$ cat src/rtl/main_decoder_if.sv
// Opcode/IRQ inputs and registered control outputs of the LEGv8 main decoder.
// The master drives Op/ExtIRQ; the slave (decoder) drives the control word.
interface main_decoder_if;
  logic [10:0] Op;
  logic        ExtIRQ;
  logic        Reg2Loc;
  logic [1:0]  ALUSrc;
  logic        MemtoReg;
  logic        RegWrite;
  logic        MemRead;
  logic        MemWrite;
  logic        Branch;
  logic [1:0]  ALUOp;
  logic [3:0]  EStatus;
  logic        ERet;
  logic        Exc;

  modport master (
    output Op, ExtIRQ,
    input  Reg2Loc, ALUSrc, MemtoReg, RegWrite, MemRead, MemWrite, Branch, ALUOp,
    input  EStatus, ERet, Exc
  );

  modport slave (
    input  Op, ExtIRQ,
    output Reg2Loc, ALUSrc, MemtoReg, RegWrite, MemRead, MemWrite, Branch, ALUOp,
    output EStatus, ERet, Exc
  );
endinterface

$ cat src/rtl/main_decoder.sv
// LEGv8 main control decoder with exception support. Decodes Op/ExtIRQ into a
// control word that is registered, so control appears one cycle after sampling.
module main_decoder (
  input logic            clk,
  input logic            reset,
  main_decoder_if.slave  bus
);

  localparam logic [10:0] OpAdd  = 11'b10001011000;
  localparam logic [10:0] OpSub  = 11'b11001011000;
  localparam logic [10:0] OpAnd  = 11'b10001010000;
  localparam logic [10:0] OpOrr  = 11'b10101010000;
  localparam logic [10:0] OpLdur = 11'b11111000010;
  localparam logic [10:0] OpStur = 11'b11111000000;
  localparam logic [10:0] OpCbz  = 11'b10110100???;
  localparam logic [10:0] OpEret = 11'b11010110100;
  localparam logic [10:0] OpMrs  = 11'b11010101001;

  localparam logic [1:0] SrcReg    = 2'b00;
  localparam logic [1:0] SrcImm    = 2'b01;
  localparam logic [1:0] SrcSysReg = 2'b10;

  localparam logic [1:0] AluAdd   = 2'b00;
  localparam logic [1:0] AluPassB = 2'b01;
  localparam logic [1:0] AluRtype = 2'b10;

  localparam logic [3:0] EsNone    = 4'b0000;
  localparam logic [3:0] EsIrq     = 4'b0001;
  localparam logic [3:0] EsInvalid = 4'b0010;

  typedef struct packed {
    logic       reg2loc;
    logic [1:0] alu_src;
    logic       mem_to_reg;
    logic       reg_write;
    logic       mem_read;
    logic       mem_write;
    logic       branch;
    logic [1:0] alu_op;
    logic       eret;
    logic [3:0] estatus;
    logic       exc;
  } ctrl_t;

  ctrl_t ctrl_d, ctrl_q;

  // Starting from all-zero means every unused field is already driven low.
  always_comb begin
    ctrl_d         = '0;
    ctrl_d.estatus = EsNone;
    ctrl_d.alu_src = SrcReg;
    ctrl_d.alu_op  = AluAdd;
    if (bus.ExtIRQ) begin
      ctrl_d.estatus = EsIrq;
      ctrl_d.exc     = 1'b1;
    end else begin
      unique casez (bus.Op)
        OpAdd, OpSub, OpAnd, OpOrr: begin
          ctrl_d.reg_write = 1'b1;
          ctrl_d.alu_op    = AluRtype;
        end
        OpLdur: begin
          ctrl_d.alu_src    = SrcImm;
          ctrl_d.mem_to_reg = 1'b1;
          ctrl_d.reg_write  = 1'b1;
          ctrl_d.mem_read   = 1'b1;
          ctrl_d.alu_op     = AluAdd;
        end
        OpStur: begin
          ctrl_d.reg2loc   = 1'b1;
          ctrl_d.alu_src   = SrcImm;
          ctrl_d.mem_write = 1'b1;
          ctrl_d.alu_op    = AluAdd;
        end
        OpCbz: begin
          ctrl_d.reg2loc = 1'b1;
          ctrl_d.branch  = 1'b1;
          ctrl_d.alu_op  = AluPassB;
        end
        OpEret: begin
          ctrl_d.alu_op = AluPassB;
          ctrl_d.eret   = 1'b1;
        end
        OpMrs: begin
          ctrl_d.reg2loc   = 1'b1;
          ctrl_d.alu_src   = SrcSysReg;
          ctrl_d.reg_write = 1'b1;
          ctrl_d.alu_op    = AluPassB;
        end
        default: begin
          ctrl_d.estatus = EsInvalid;
          ctrl_d.exc     = 1'b1;
        end
      endcase
    end
  end

  always_ff @(posedge clk) begin
    if (!reset) begin
      ctrl_q <= '0;
    end else begin
      ctrl_q <= ctrl_d;
    end
  end

  assign bus.Reg2Loc  = ctrl_q.reg2loc;
  assign bus.ALUSrc   = ctrl_q.alu_src;
  assign bus.MemtoReg = ctrl_q.mem_to_reg;
  assign bus.RegWrite = ctrl_q.reg_write;
  assign bus.MemRead  = ctrl_q.mem_read;
  assign bus.MemWrite = ctrl_q.mem_write;
  assign bus.Branch   = ctrl_q.branch;
  assign bus.ALUOp    = ctrl_q.alu_op;
  assign bus.EStatus  = ctrl_q.estatus;
  assign bus.ERet     = ctrl_q.eret;
  assign bus.Exc      = ctrl_q.exc;

endmodule

$ cat src/flat_wrapper.sv
// flat-port wrapper written by rule: the top's interface ports become plain ports
module main_decoder_flat 
  (clk, reset, bus_Op, bus_ExtIRQ, bus_Reg2Loc, bus_ALUSrc, bus_MemtoReg, bus_RegWrite, bus_MemRead, bus_MemWrite, bus_Branch, bus_ALUOp, bus_EStatus, bus_ERet, bus_Exc);
  main_decoder_if bus_i ();
  input logic clk;
  input logic reset;
  input wire logic [$bits(bus_i.Op)-1:0] bus_Op;
  input wire logic [$bits(bus_i.ExtIRQ)-1:0] bus_ExtIRQ;
  output wire logic [$bits(bus_i.Reg2Loc)-1:0] bus_Reg2Loc;
  output wire logic [$bits(bus_i.ALUSrc)-1:0] bus_ALUSrc;
  output wire logic [$bits(bus_i.MemtoReg)-1:0] bus_MemtoReg;
  output wire logic [$bits(bus_i.RegWrite)-1:0] bus_RegWrite;
  output wire logic [$bits(bus_i.MemRead)-1:0] bus_MemRead;
  output wire logic [$bits(bus_i.MemWrite)-1:0] bus_MemWrite;
  output wire logic [$bits(bus_i.Branch)-1:0] bus_Branch;
  output wire logic [$bits(bus_i.ALUOp)-1:0] bus_ALUOp;
  output wire logic [$bits(bus_i.EStatus)-1:0] bus_EStatus;
  output wire logic [$bits(bus_i.ERet)-1:0] bus_ERet;
  output wire logic [$bits(bus_i.Exc)-1:0] bus_Exc;
  assign bus_i.Op = bus_Op;
  assign bus_i.ExtIRQ = bus_ExtIRQ;
  assign bus_Reg2Loc = bus_i.Reg2Loc;
  assign bus_ALUSrc = bus_i.ALUSrc;
  assign bus_MemtoReg = bus_i.MemtoReg;
  assign bus_RegWrite = bus_i.RegWrite;
  assign bus_MemRead = bus_i.MemRead;
  assign bus_MemWrite = bus_i.MemWrite;
  assign bus_Branch = bus_i.Branch;
  assign bus_ALUOp = bus_i.ALUOp;
  assign bus_EStatus = bus_i.EStatus;
  assign bus_ERet = bus_i.ERet;
  assign bus_Exc = bus_i.Exc;
  main_decoder u_core (.clk(clk), .reset(reset), .bus(bus_i));
endmodule
$ cat config.mk
export PLATFORM = sky130hd
export DESIGN_NAME = main_decoder_flat
export DESIGN_NICKNAME = d
export VERILOG_FILES = /design/src/rtl/main_decoder_if.sv /design/src/rtl/main_decoder.sv /design/src/flat_wrapper.sv
export SDC_FILE = /design/constraint.sdc
export NUM_CORES = 1
export LEC_CHECK = 0
export BUFFER_PORTS_ARGS = -buffer_cell sky130_fd_sc_hd__buf_2
export CAP_MARGIN = 30
export CORE_MARGIN = 4
export CORE_UTILIZATION = 45
export DETAILED_ROUTE_END_ITERATION = 12
export MAX_ROUTING_LAYER = met4
export PLACE_DENSITY_LB_ADDON = 0.1
export SYNTH_ARGS = -nofsm -noshare
export SYNTH_HDL_FRONTEND = slang
export SYNTH_SLANG_ARGS = --single-unit
$ cat constraint.sdc
create_clock -name clk -period 1.92 [get_ports clk]
set_input_delay 0.192 -clock clk [delete_from_list [all_inputs] [get_ports clk]]
set_output_delay 0.192 -clock clk [all_outputs]
set_load 0.01 [all_outputs]
Word level (Yosys, flattened, before mapping)
Cells that the tools add are included.
- equal/unequal tests: 9
- mux-type cells: 10
- bitwise gates (word level): 1
- reduce and logical (&&, ||, !) cells: 7
- operators by type and width (cell ; count):
    $eq A11 B11 Y1 const B ; 8
    $reduce_or A9 Y1 ; 1
    $eq A8 B8 Y1 const B ; 1
    $pmux W2 S2 ; 2
    $mux W1 ; 6
    $reduce_or A3 Y1 ; 2
    $reduce_or A6 Y1 ; 1
    $reduce_or A2 Y1 ; 2
    $reduce_or A4 Y1 ; 1
    $mux W3 ; 1
    $mux W2 ; 1
    $not A1 Y1 ; 1
- flip-flop bits (word level): 13
- bits of input ports: 14
- output and inout bits: 16

Logic depth before layout (Yosys ltp)
- depth in word-level cells: 4
- depth in mapped cells: 5
- mapped depth without buffers: 4

Worst setup path after synthesis
No wires, ideal clock.
- path type: input-to-reg
- start point: input port bus_ExtIRQ
- end point: register u_core.ctrl_q (netlist bit u_core.bus.Reg2Loc)
- setup time: 67 ps
- arrival time: 979 ps
- setup slack: 873 ps
- stages on the path: 4
- path buffers: 1
- cell sequence: nand2b_1 > clkbuf_1 > or3_4 > o21ai_2
- word-level cells in the longest chain between the ends: 1
- ends and longest elaborated chain (what ; RTL line ; RTL):
    start: declaration ; flat_wrapper.sv:8 ; input wire logic [$bits(bus_i.ExtIRQ)-1:0] bus_ExtIRQ;
    $reduce_or A2 Y1 (no line) ; -- ;
    end signal: assignment ; main_decoder.sv:102 ; ctrl_q <= ctrl_d;
    end: declaration ; main_decoder.sv:45 ; ctrl_t ctrl_d, ctrl_q;
Every way passes these cells.
A chain may end at the register's enable or synchronous reset.

Worst setup path in the final report
- start point: input port bus_Op[1]
- end point: register u_core.ctrl_q (netlist bit u_core.bus.Reg2Loc)
- word-level cells in the longest chain between the ends: 3
- elaborated cells on any way between the ends: 4
- those cells by class: eq/ne (2); mux (1); reduce/logical (1)
- ends and longest elaborated chain (what ; RTL line ; RTL):
    start: declaration ; flat_wrapper.sv:7 ; input wire logic [$bits(bus_i.Op)-1:0] bus_Op;
    $eq A11 B11 Y1 ; main_decoder.sv:57 ; unique casez (bus.Op)
    $reduce_or A3 Y1 (no line) (*) ; -- ;
    $mux W1 (*) ; main_decoder.sv:57 ;
Every way passes the cells marked *; elsewhere a longest branch is shown, timed or not.

==> results by group <==
Placement
  • Hpwl dp: 933.6 um
  • Gpl congestion: 0.8177
  • I/O Buffers: 27

Routing
  • Via count: 507
  • Via density: 5.070
  • Drt drc: 0
  • Avg WL per Cell: 11.14 um
  • Detailed Route WL: 1114 um
  • Drt initial violations: 2
  • TritonRoute pass-1 iters: 2
  • DRT antenna net count: 0

Hold path
  • Worst Hold Path EP: u_core.bus.EStatus[0]
  • Hold_sp: bus_ExtIRQ
  • Worst hold stages: 2
  • Hold Crit Class: in2reg

Global routing
  • Initial antenna violation count: 0
  • Grt ovf: 0
  • First-pass GRT wire length: 1587 um
  • Vias in the first global route: 397
  • Gr usage total: 11.50%
  • Pin count of the biggest net entering global routing: 9

Critical path
  • Crit path largest cell delay: 0.36 ns
  • CP required: 2.12 ns
  • Critical Path, Cell by Cell: buf_2 > and4bb_1 > nand4b_1 > a211o_1 > o21ai_2
  • Worst Setup Path Type: in2reg
  • Critical Path AT: 1.16 ns
  • Crit-path slowest cell: a211o_1
  • CP Max Fanout: 6
  • Worst setup SP type: input port
  • Worst setup EP type: register

Clock network
  • # clock sinks: 13
  • Post-CTS setup buffers: 0
  • Clock Tree Buf Depth: 2
  • Num CTS Buffers: 3
  • Htree depth: 1
  • CTS tree: yes
  • Reg clk slew, reported paths: 0.07 ns
  • Post-CTS Hold Buffers: 0
  • Resized cells post-CTS: 0
  • Root Buffer: clkbuf_4

Logic synthesis
  • Leading post-synthesis cells by cell area: dfxtp_1, and4bb_1, nand4b_1
  • Synth top area share: 43.97%
  • Cell count after synthesis: 59
  • Ys Warns: 0
  • Syn Std Cell Area: 591.8 um^2
  • Post-synthesis sequential area ratio: 43.97%
  • Synth area leader: dfxtp_1
  • Avg Cell Area, Syn: 10.03 um^2
  • FF+latch count, synth: 13
  • Distinct cell type count after synthesis: 32

Power and ir drop
  • Final Power: 482.8 uW
  • Seq pwr share: 56.7%
  • Switch Pwr: 104.4 uW
  • Int Power: 378.4 uW
  • Leakage power: 0.0003609 uW
  • Worst vdd ir: 0.0002424 V
  • Power Dens Cells: 649.6 nW/um^2
  • Switching power share of the total: 21.62%
  • Clk pwr share: 32.6%
  • Comb pwr share: 10.7%

Finish
  • # nets final: 101
  • Area delta synth->final: 25.58%
  • N_diodes: 0
  • Final Util: 63.46%
  • Share of cells above drive strength 1: 39.53%
  • Commonest non-fill, non-tap cell in the layout: buf_2
  • Highest-count cells in the layout ignoring fill and taps: buf_2, dfxtp_1, and4bb_1, nor2_1

STA
  • Final setup fails: 0
  • Fin crit period: 0.9614 ns
  • Hold slack: 0.1584 ns
  • Setup TNS: 0 ns
  • Hold Vio Cnt, Final: 0
  • Slew Limit Fails: 0
  • Fin crit share: 50.08%
  • Max frequency: 1040 MHz
  • Unrepaired setup endpoints after global routing: no

Outcome
  • Outcome: finished, final reports clean

Floorplanning
  • Die Ht: 44.27 um
  • Die W: 44.27 um
  • Die area: 1959 um^2
  • Core Box Area: 1171 um^2
  • Site Rows: 12
  • Initial Util: 50.53%
  • IO Count: 30

Job
  • Maxcap violations: 0
[kinds of logic (layout without fill, tap and decap cells)]
logic type	count (synthesis)	after routing	share of synthesized area [%]
simple gates	28	28	36.36
flops	13	13	43.97
compound gates	9	9	10.78
buf+inv	7	33	6.553
other cells	1	2	0.6336
mux	1	1	1.691
[cells in the mapped netlist]
| cell | count |
|---|---|
| clkbuf_1 | 1 |
| or2_1 | 1 |
| a2bb2oi_1 | 1 |
| clkbuf_2 | 1 |
| mux2i_1 | 1 |
| or3_4 | 1 |
| nor3b_2 | 1 |
| nand2b_1 | 2 |
| and4bb_2 | 1 |
| nand4bb_1 | 1 |
| nand3_1 | 2 |
| nand3b_1 | 1 |
| o211ai_1 | 1 |
| or3_1 | 1 |
| and2_1 | 1 |
| nor2_1 | 4 |
| and3b_1 | 1 |
| nand4b_1 | 3 |
| a21oi_1 | 1 |
| nand2_1 | 1 |
| a211o_1 | 1 |
| o21ai_1 | 1 |
| inv_1 | 2 |
| and4bb_1 | 4 |
| o21ai_2 | 1 |
| o21a_1 | 1 |
| buf_4 | 3 |
| nor3_1 | 3 |
| dfxtp_1 | 13 |
| o21ai_0 | 1 |
| o21bai_1 | 1 |
| conb_1 | 1 |
[power by group through the flow]
| stage | combinational [uW] | sequential (uW) | clock [uW] |
|---|---|---|---|
| 2_1_floorplan | 26.1 | 283 | 0 |
| 3_3_place_gp | 51.4 | 280 | 0 |
| 3_5_place_dp | 52.1 | 280 | 0 |
| 4_1_cts | 52.2 | 274 | 162 |
| 5_1_grt | 56.8 | 274 | 177 |
| 6_report | 51.8 | 274 | 157 |
[metrics by stage]
stage / std cells / setup WS (ns) / area, um^2
5_1_grt: 100 / 0.9104 / 743.2
4_1_cts: 100 / 0.9450 / 743.2
3_3_place_gp: 96 / 0.6693 / 716.9
3_5_place_dp: 96 / 0.6733 / 716.9
6_report: 100 / 0.9586 / 743.2
2_1_floorplan: 60 / 0.8735 / 595.6
[cell type report]
cell class	instances	area [um^2]
repair buffers	27	135.1
inverters	2	7.507
clock buffers	4	26.28
multi-input cells	40	296.5
flip-flops and latches	13	260.3
fillers	107	427.9
well taps	14	17.52
[routing by layer]
metal	vias to the layer above	track usage (%)	share of wire (%)
met1	221	13.45	45
met4	0	9.036	1.9
met5	-	-	0
met2	21	16.86	45
met3	2	2.439	8.5
li1	263	-	-
[registers in the layout, indices dropped and copies added (netlist names)]
signal / count
u_core.bus.ALUOp: 2
u_core.bus.ALUSrc: 2
u_core.bus.EStatus: 2
u_core.bus.Branch: 1
u_core.bus.ERet: 1
u_core.bus.Exc: 1
u_core.bus.MemRead: 1
u_core.bus.MemWrite: 1
u_core.bus.Reg2Loc: 1
u_core.bus.RegWrite: 1
[worst max-delay path: cells and delay by family]
family	cells	cell delay, ns
compound gates	2	0.42
buf+inv	1	0.13
simple gates	2	0.41
[how the worst max path moves through the flow]
stage,startpoint,to,slack (ns),cells past startpoint
final,bus_Op[1],u_core.bus.Reg2Loc,0.96,5
after CTS,bus_Op[1],u_core.bus.ALUOp[0],0.95,5
after detailed placement,bus_Op[1],u_core.bus.ALUOp[0],0.67,5
after global routing,bus_Op[1],u_core.bus.ALUOp[0],0.91,5
after floorplan,bus_ExtIRQ,u_core.bus.Reg2Loc,0.87,4
after global placement,bus_Op[1],u_core.bus.ALUOp[0],0.67,5
No activity file was read; power rests on OpenSTA's default activity.
